$ cat src/rtl/seg7_pkg.sv
// Shared definitions for the 7-segment read-back path: widths, segment codes,
// FSM states and the segment-to-digit decoder.
package seg7_pkg;

    localparam int SEG_W   = 7;
    localparam int DIGIT_W = 4;

    // Active-high segment codes, bit 0 = a ... bit 6 = g.
    localparam logic [SEG_W-1:0] SEG_0     = 7'h3F;
    localparam logic [SEG_W-1:0] SEG_1     = 7'h06;
    localparam logic [SEG_W-1:0] SEG_2     = 7'h5B;
    localparam logic [SEG_W-1:0] SEG_3     = 7'h4F;
    localparam logic [SEG_W-1:0] SEG_4     = 7'h66;
    localparam logic [SEG_W-1:0] SEG_5     = 7'h6D;
    localparam logic [SEG_W-1:0] SEG_6     = 7'h7D;
    localparam logic [SEG_W-1:0] SEG_7     = 7'h07;
    localparam logic [SEG_W-1:0] SEG_8     = 7'h7F;
    localparam logic [SEG_W-1:0] SEG_9     = 7'h6F;
    localparam logic [SEG_W-1:0] SEG_A     = 7'h77;
    localparam logic [SEG_W-1:0] SEG_B     = 7'h7C;
    localparam logic [SEG_W-1:0] SEG_C     = 7'h39;
    localparam logic [SEG_W-1:0] SEG_D     = 7'h5E;
    localparam logic [SEG_W-1:0] SEG_E     = 7'h79;
    localparam logic [SEG_W-1:0] SEG_F     = 7'h71;
    localparam logic [SEG_W-1:0] SEG_BLANK = 7'h00;

    typedef enum logic {SETTLE, LOCKED} state_t;

    typedef struct packed {
        logic               known;
        logic               blank;
        logic [DIGIT_W-1:0] digit;
    } decode_t;

    function automatic decode_t seg_to_digit(input logic [SEG_W-1:0] seg);
        decode_t d;
        d = '{known: 1'b1, blank: 1'b0, digit: '0};
        case (seg)
            SEG_0: d.digit = 4'h0;
            SEG_1: d.digit = 4'h1;
            SEG_2: d.digit = 4'h2;
            SEG_3: d.digit = 4'h3;
            SEG_4: d.digit = 4'h4;
            SEG_5: d.digit = 4'h5;
            SEG_6: d.digit = 4'h6;
            SEG_7: d.digit = 4'h7;
            SEG_8: d.digit = 4'h8;
            SEG_9: d.digit = 4'h9;
            SEG_A: d.digit = 4'hA;
            SEG_B: d.digit = 4'hB;
            SEG_C: d.digit = 4'hC;
            SEG_D: d.digit = 4'hD;
            SEG_E: d.digit = 4'hE;
            SEG_F: d.digit = 4'hF;
            SEG_BLANK: begin
                d.known = 1'b0;
                d.blank = 1'b1;
            end
            default: d.known = 1'b0;
        endcase
        return d;
    endfunction

endpackage

$ cat src/rtl/seg_sync.sv
// Multi-flop synchronizer for an asynchronous vector; q is the last stage.
module seg_sync #(
    parameter int WIDTH  = 7,
    parameter int STAGES = 2
) (
    input  logic             clk,
    input  logic             rst_n,
    input  logic [WIDTH-1:0] d,
    output logic [WIDTH-1:0] q
);

    logic [WIDTH-1:0] chain [STAGES];

    // NOTE: these are individual flops, not a RAM, so clearing every stage on
    // reset is cheap and keeps the chain contents deterministic.
    always_ff @(posedge clk or negedge rst_n) begin
        if (!rst_n) begin
            for (int i = 0; i < STAGES; i++) chain[i] <= '0;
        end else begin
            // NOTE: non-blocking assignments make each stage take the previous
            // stage's old value, which is what forms the shift chain.
            chain[0] <= d;
            for (int i = 1; i < STAGES; i++) chain[i] <= chain[i-1];
        end
    end

    assign q = chain[STAGES-1];

endmodule

$ cat src/rtl/seg7_capture.sv
// Samples an asynchronous 7-segment bus, waits for a stable pattern, decodes it
// and delivers one event per distinct pattern through a one-entry valid/ready register.
module seg7_capture
    import seg7_pkg::*;
#(
    parameter int SYNC_STAGES   = 2,
    parameter int STABLE_CYCLES = 4
) (
    input  logic               clk,
    input  logic               rst_n,
    input  logic [SEG_W-1:0]   seg,
    input  logic               out_ready,
    input  logic               clr_ovf,
    output logic               out_valid,
    output logic [DIGIT_W-1:0] out_digit,
    output logic               out_known,
    output logic               out_blank,
    output logic [SEG_W-1:0]   out_raw,
    output logic               overflow
);

    localparam int CNT_W = (STABLE_CYCLES > 1) ? $clog2(STABLE_CYCLES) : 1;
    localparam logic [CNT_W-1:0] CNT_MAX = CNT_W'(STABLE_CYCLES - 1);

    logic [SEG_W-1:0] sync_q, cand, last;
    logic [CNT_W-1:0] cnt, cnt_next;
    logic             sync_vld, cand_vld, reported;
    logic             reload, hit, accept, evt;
    state_t           state, state_next;
    decode_t          dec;

    seg_sync #(.WIDTH(SEG_W), .STAGES(SYNC_STAGES)) u_sync (
        .clk(clk), .rst_n(rst_n), .d(seg), .q(sync_q)
    );

    // Chain contents are meaningless until it has filled with real samples;
    // a parallel chain of ones marks when sync_q starts carrying seg.
    seg_sync #(.WIDTH(1), .STAGES(SYNC_STAGES)) u_fill (
        .clk(clk), .rst_n(rst_n), .d(1'b1), .q(sync_vld)
    );

    // NOTE: every signal gets a default first so no path leaves one unassigned
    // and infers a latch.
    always_comb begin
        reload     = !cand_vld || (sync_q != cand);
        cnt_next   = cnt;
        state_next = state;
        accept     = 1'b0;
        if (reload) cnt_next = '0;
        else if (cnt != CNT_MAX) cnt_next = cnt + 1'b1;
        // The current sample is the STABLE_CYCLES-th identical one.
        hit = sync_vld && (cnt_next == CNT_MAX) && (reload || (cnt != CNT_MAX));
        case (state)
            SETTLE: if (hit) begin
                accept     = 1'b1;
                state_next = LOCKED;
            end
            LOCKED: if (sync_vld && reload) begin
                state_next = SETTLE;
                if (hit) begin
                    accept     = 1'b1;
                    state_next = LOCKED;
                end
            end
            default: state_next = SETTLE;
        endcase
        evt = accept && (!reported || (sync_q != last));
        dec = seg_to_digit(sync_q);
    end

    always_ff @(posedge clk or negedge rst_n) begin
        if (!rst_n) begin
            cand     <= '0;
            cnt      <= '0;
            cand_vld <= 1'b0;
            state    <= SETTLE;
            last     <= '0;
            reported <= 1'b0;
        end else begin
            if (sync_vld) begin
                cand     <= sync_q;
                cnt      <= cnt_next;
                cand_vld <= 1'b1;
            end
            state <= state_next;
            if (accept) begin
                last     <= sync_q;
                reported <= 1'b1;
            end
        end
    end

    // One-entry output register; an event arriving while the held one is
    // stalled is dropped and flagged, a simultaneous accept reloads with no bubble.
    always_ff @(posedge clk or negedge rst_n) begin
        if (!rst_n) begin
            out_valid <= 1'b0;
            out_digit <= '0;
            out_known <= 1'b0;
            out_blank <= 1'b0;
            out_raw   <= '0;
            overflow  <= 1'b0;
        end else begin
            if (clr_ovf) overflow <= 1'b0;
            if (evt && (!out_valid || out_ready)) begin
                out_valid <= 1'b1;
                out_digit <= dec.digit;
                out_known <= dec.known;
                out_blank <= dec.blank;
                out_raw   <= sync_q;
            end else if (evt) begin
                overflow <= 1'b1;
            end else if (out_valid && out_ready) begin
                out_valid <= 1'b0;
            end
        end
    end

endmodule
$ cat config.mk
export PLATFORM = sky130hd
export DESIGN_NAME = seg7_capture
export DESIGN_NICKNAME = d
export VERILOG_FILES = /design/src/rtl/seg7_pkg.sv /design/src/rtl/seg_sync.sv /design/src/rtl/seg7_capture.sv
export SDC_FILE = /design/constraint.sdc
export NUM_CORES = 1
export LEC_CHECK = 0
export ABC_AREA = 1
export CAP_MARGIN = 20
export CORE_MARGIN = 1
export CORE_UTILIZATION = 30
export DETAILED_ROUTE_END_ITERATION = 8
export PLACE_DENSITY = 0.5
export SLEW_MARGIN = 10
export SYNTH_ARGS = -nofsm -noshare
export SYNTH_HDL_FRONTEND = slang
export SYNTH_SLANG_ARGS = --single-unit
$ cat constraint.sdc
create_clock -name clk -period 2.5 [get_ports clk]
set_input_delay 0.5 -clock clk [delete_from_list [all_inputs] [get_ports clk]]
set_output_delay 0.5 -clock clk [all_outputs]
set_load 0.02 [all_outputs]
==> out/results.tsv <==
stage	metric	value	unit
final_layout	syn2layout_area_growth	18.10	%
yosys	yosysTopAreaCellShare	53.39	%
global_route	grt.total_usage	12.31	%
placement	place_hpwl	3375	um
critical_path	timing.rr.start	u_sync.q[6]$_DFF_PN0_	
global_route	grt_pass1_wl	8079	um
critical_path	critical_path_class	register to register	
floorplan	core_area	7408	um^2
yosys	synth_seq_area_share	53.39	%
power_and_ir_drop	cellPowerDensity	559.6	nW/um^2
route	antenna_left	0	
floorplan	rows	31	
critical_path	crit_required	2700	ps
timing	fmax	533.3	MHz
yosys	synth.area.top_cells	dfrtp_1 (53%), nand2_1 (16%), nor2_1 (4.8%), inv_1 (4.6%), nand3_1 (3.6%)	
global_route	overflow	0	
clock_network	cts_made_buffers	5	
critical_path	timing.critical_path.to	out_raw[6]$_DFFE_PN0P_	
clock_network	clkTransAtPathRegs	100	ps
final_layout	nets	324	
job	drv_cap	0	
floorplan	die_w	90.39	um
route	dr_wl_met2	2028	um
yosys	synthCells	287	
min_path	min_path_type	primary input to async pin	
critical_path	endpoint_kind	register	
power_and_ir_drop	seqPwrFrac	56.5	%
clock_network	cts_tree	yes	
route	drt-total-wl	4502	um
power_and_ir_drop	clkPwrFrac	33.4	%
final_layout	fillerInstances	782	
critical_path	crit_arrival	2080	ps
power_and_ir_drop	p_int	1112	uW
timing	worst_slew_pin_slew	519.2	ps
yosys	synth_cell_types	27	
floorplan	start_util	31.63	%
timing	rsz0062_at_grt	no	
route	via_count	1779	
final_layout	antennaDiodeCount	0	
yosys	ys_seq_elements	50	
timing	slew_violations	0	
critical_path	r2r_slack	620	ps
yosys	synth_top_area_cell	dfrtp_1	
final_layout	layout-drive-gt1-share	11.15	%
route	drc_errors	0	
yosys	yosysWarnings	0	
route	wl_per_cell	10.90	um
clock_network	cts_sinks	50	
timing	max_slew_margin	65.39	%
final_layout	final_common_cell	nand2_1	
yosys	syn_nets	298	
placement	portBuffers	25	
timing	fin_tns_setup	0	ps
timing	setup_viol_count_final	0	
timing	finalCriticalPeriod	1875	ps
clock_network	max-clock-path-buffers	2	
route	via_per_inst	4.308	
critical_path	cp_max_fo	23	
global_route	grt_max_degree	31	
power_and_ir_drop	p_switching	436.7	uW
clock_network	ctsHoldBuffers	0	
critical_path	critPathLaunchType	register	
critical_path	critPathLaunch	u_sync.q[6]$_DFF_PN0_	
power_and_ir_drop	ir_worst_vdd	0.0003540	V
floorplan	dieArea	8169	um^2
power_and_ir_drop	combPwrFrac	10.1	%
global_route	antenna_found_initial	0	
route	wl_met1	2282	um
clock_network	postCtsSetupBuffers	0	
yosys	synth.avg_cell_area	8.165	um^2
yosys	syn_area	2343	um^2
placement	gp_congestion	0.7896	
outcome	status	complete, no violations	
route	top_layer	met4	
floorplan	die_y	90.39	um
timing	fin_worst_skew	5.293	ps
timing	hold_viol_final	0	
critical_path	timing.rr.end	out_raw[6]$_DFFE_PN0P_	
route	drt_iter0_markers	55	
floorplan	io_pins	26	
clock_network	post_cts_resize_count	0	
timing	period_share	75.01	%
clock_network	ctsHtreeMaxLevel	2	
timing	hold_ws	150.2	ps
critical_path	rr_worst_depth	9	
power_and_ir_drop	switching_share	28.20	%
route	wl_met3	142	um
final_layout	layout_common_cells	nand2_1 (99), dfrtp_1 (50), nor2_1 (30), inv_1 (29), clkdlybuf4s50_1 (24)	
clock_network	clock_latency	310	ps
global_route	grt_pass1_vias	1717	
clock_network	cts-root-buf	clkbuf_8	
power_and_ir_drop	total_leakage_power	0.001351	uW
route	firstDrtPassIters	4	
==> layer usage <==
layer | up-vias | track usage (%)
li1 | 937 | -
met1 | 806 | 16.54
met2 | 32 | 19.91
met3 | 4 | 2.778
met4 | 0 | 3.360
met5 | - | 0
==> final cells by class <==
cell class | instances | area (um^2) | area share, %
Clock buffer | 5 | 68.82 | 2.486
Clock inverter | 3 | 26.28 | 0.9494
Inverter | 36 | 135.1 | 4.882
Multi-Input combinational cell | 193 | 889.6 | 32.14
Sequential cell | 50 | 1251 | 45.21
Tap cell | 99 | 123.9 | 4.476
Timing Repair Buffer | 27 | 272.8 | 9.855
==> synth_stat cells, drive strengths merged <==
| cell type | number |
|---|---|
| clkbuf | 1 |
| o21ai | 25 |
| dfrtp | 50 |
| nand3 | 18 |
| nand3b | 1 |
| nor2 | 34 |
| buf | 7 |
| or2 | 1 |
| a211oi | 1 |
| xnor2 | 1 |
| nor3 | 2 |
| a21oi | 2 |
| nand2 | 100 |
| conb | 1 |
| xor2 | 1 |
| inv | 36 |
| nand4 | 5 |
| o22ai | 1 |
==> state kept, by name (all words and copies together), names as in the netlist <==
| name | count |
|---|---|
| u_sync.q | 7 |
| overflow | 1 |
| out_raw | 7 |
| u_fill.q | 1 |
| reported | 1 |
| cand_vld | 1 |
| out_known | 1 |
| out_valid | 1 |
| out_digit | 4 |
| u_sync.chain | 7 |
| out_blank | 1 |
| u_fill.chain | 1 |
| cand | 7 |
| cnt | 2 |
| last | 7 |
| state | 1 |
==> power by group through the flow <==
| stage | clock network, uW | registers (uW) | logic [uW] |
|---|---|---|---|
| 3_3_place_gp | 0 | 891 | 159 |
| 4_1_cts | 539 | 876 | 160 |
| 3_5_place_dp | 0 | 892 | 159 |
| 5_1_grt | 558 | 882 | 183 |
| 2_1_floorplan | 0 | 884 | 100 |
| 6_report | 518 | 876 | 156 |
==> metrics by stage <==
stage	power, uW	cell area, um^2	util, %	instances	setup WS [ps]
6_report	1549	2768	37.36	413	624.9
5_1_grt	1623	2768	37.36	413	365.5
4_1_cts	1575	2768	37.36	413	587.3
3_5_place_dp	1052	2673	36.08	405	549.1
3_3_place_gp	1051	2673	36.08	405	575.7
2_1_floorplan	984.4	2344	-	287	1064
==> critical path, cell delays in order, from the launching register on <==
cell     delay, ps
dfrtp_1        560
inv_2          150
nand2_1         80
nand2_1         50
nor2_1         100
nand2_1         90
nor2_4         140
nand4_4        340
nand2_1        190
o21ai_2         60
==> worst min-delay path by stage <==
stage / start / slack (ps) / to / cells after the start
2_1_floorplan: rst_n / 200 / cand[0]$_DFFE_PN0P_ / 0
3_3_place_gp: u_sync.chain[13]$_DFF_PN0_ / 330 / u_sync.q[6]$_DFF_PN0_ / 0
3_5_place_dp: u_sync.chain[9]$_DFF_PN0_ / 330 / u_sync.q[2]$_DFF_PN0_ / 0
4_1_cts: rst_n / 170 / out_raw[2]$_DFFE_PN0P_ / 1
5_1_grt: rst_n / 200 / out_raw[2]$_DFFE_PN0P_ / 1
6_report: rst_n / 150 / out_raw[2]$_DFFE_PN0P_ / 1
==> logic make-up after synthesis <==
group | count (synthesis) | synth area share [%]
other | 1 | 0.1600
AND/OR/NAND/NOR | 161 | 29.26
XOR/XNOR | 2 | 0.7476
AO/OA/AOI/OAI | 29 | 7.795
flip-flops | 50 | 53.39
buffers and inverters | 44 | 8.649
Note: power is estimated with default switching activity, not from simulation.
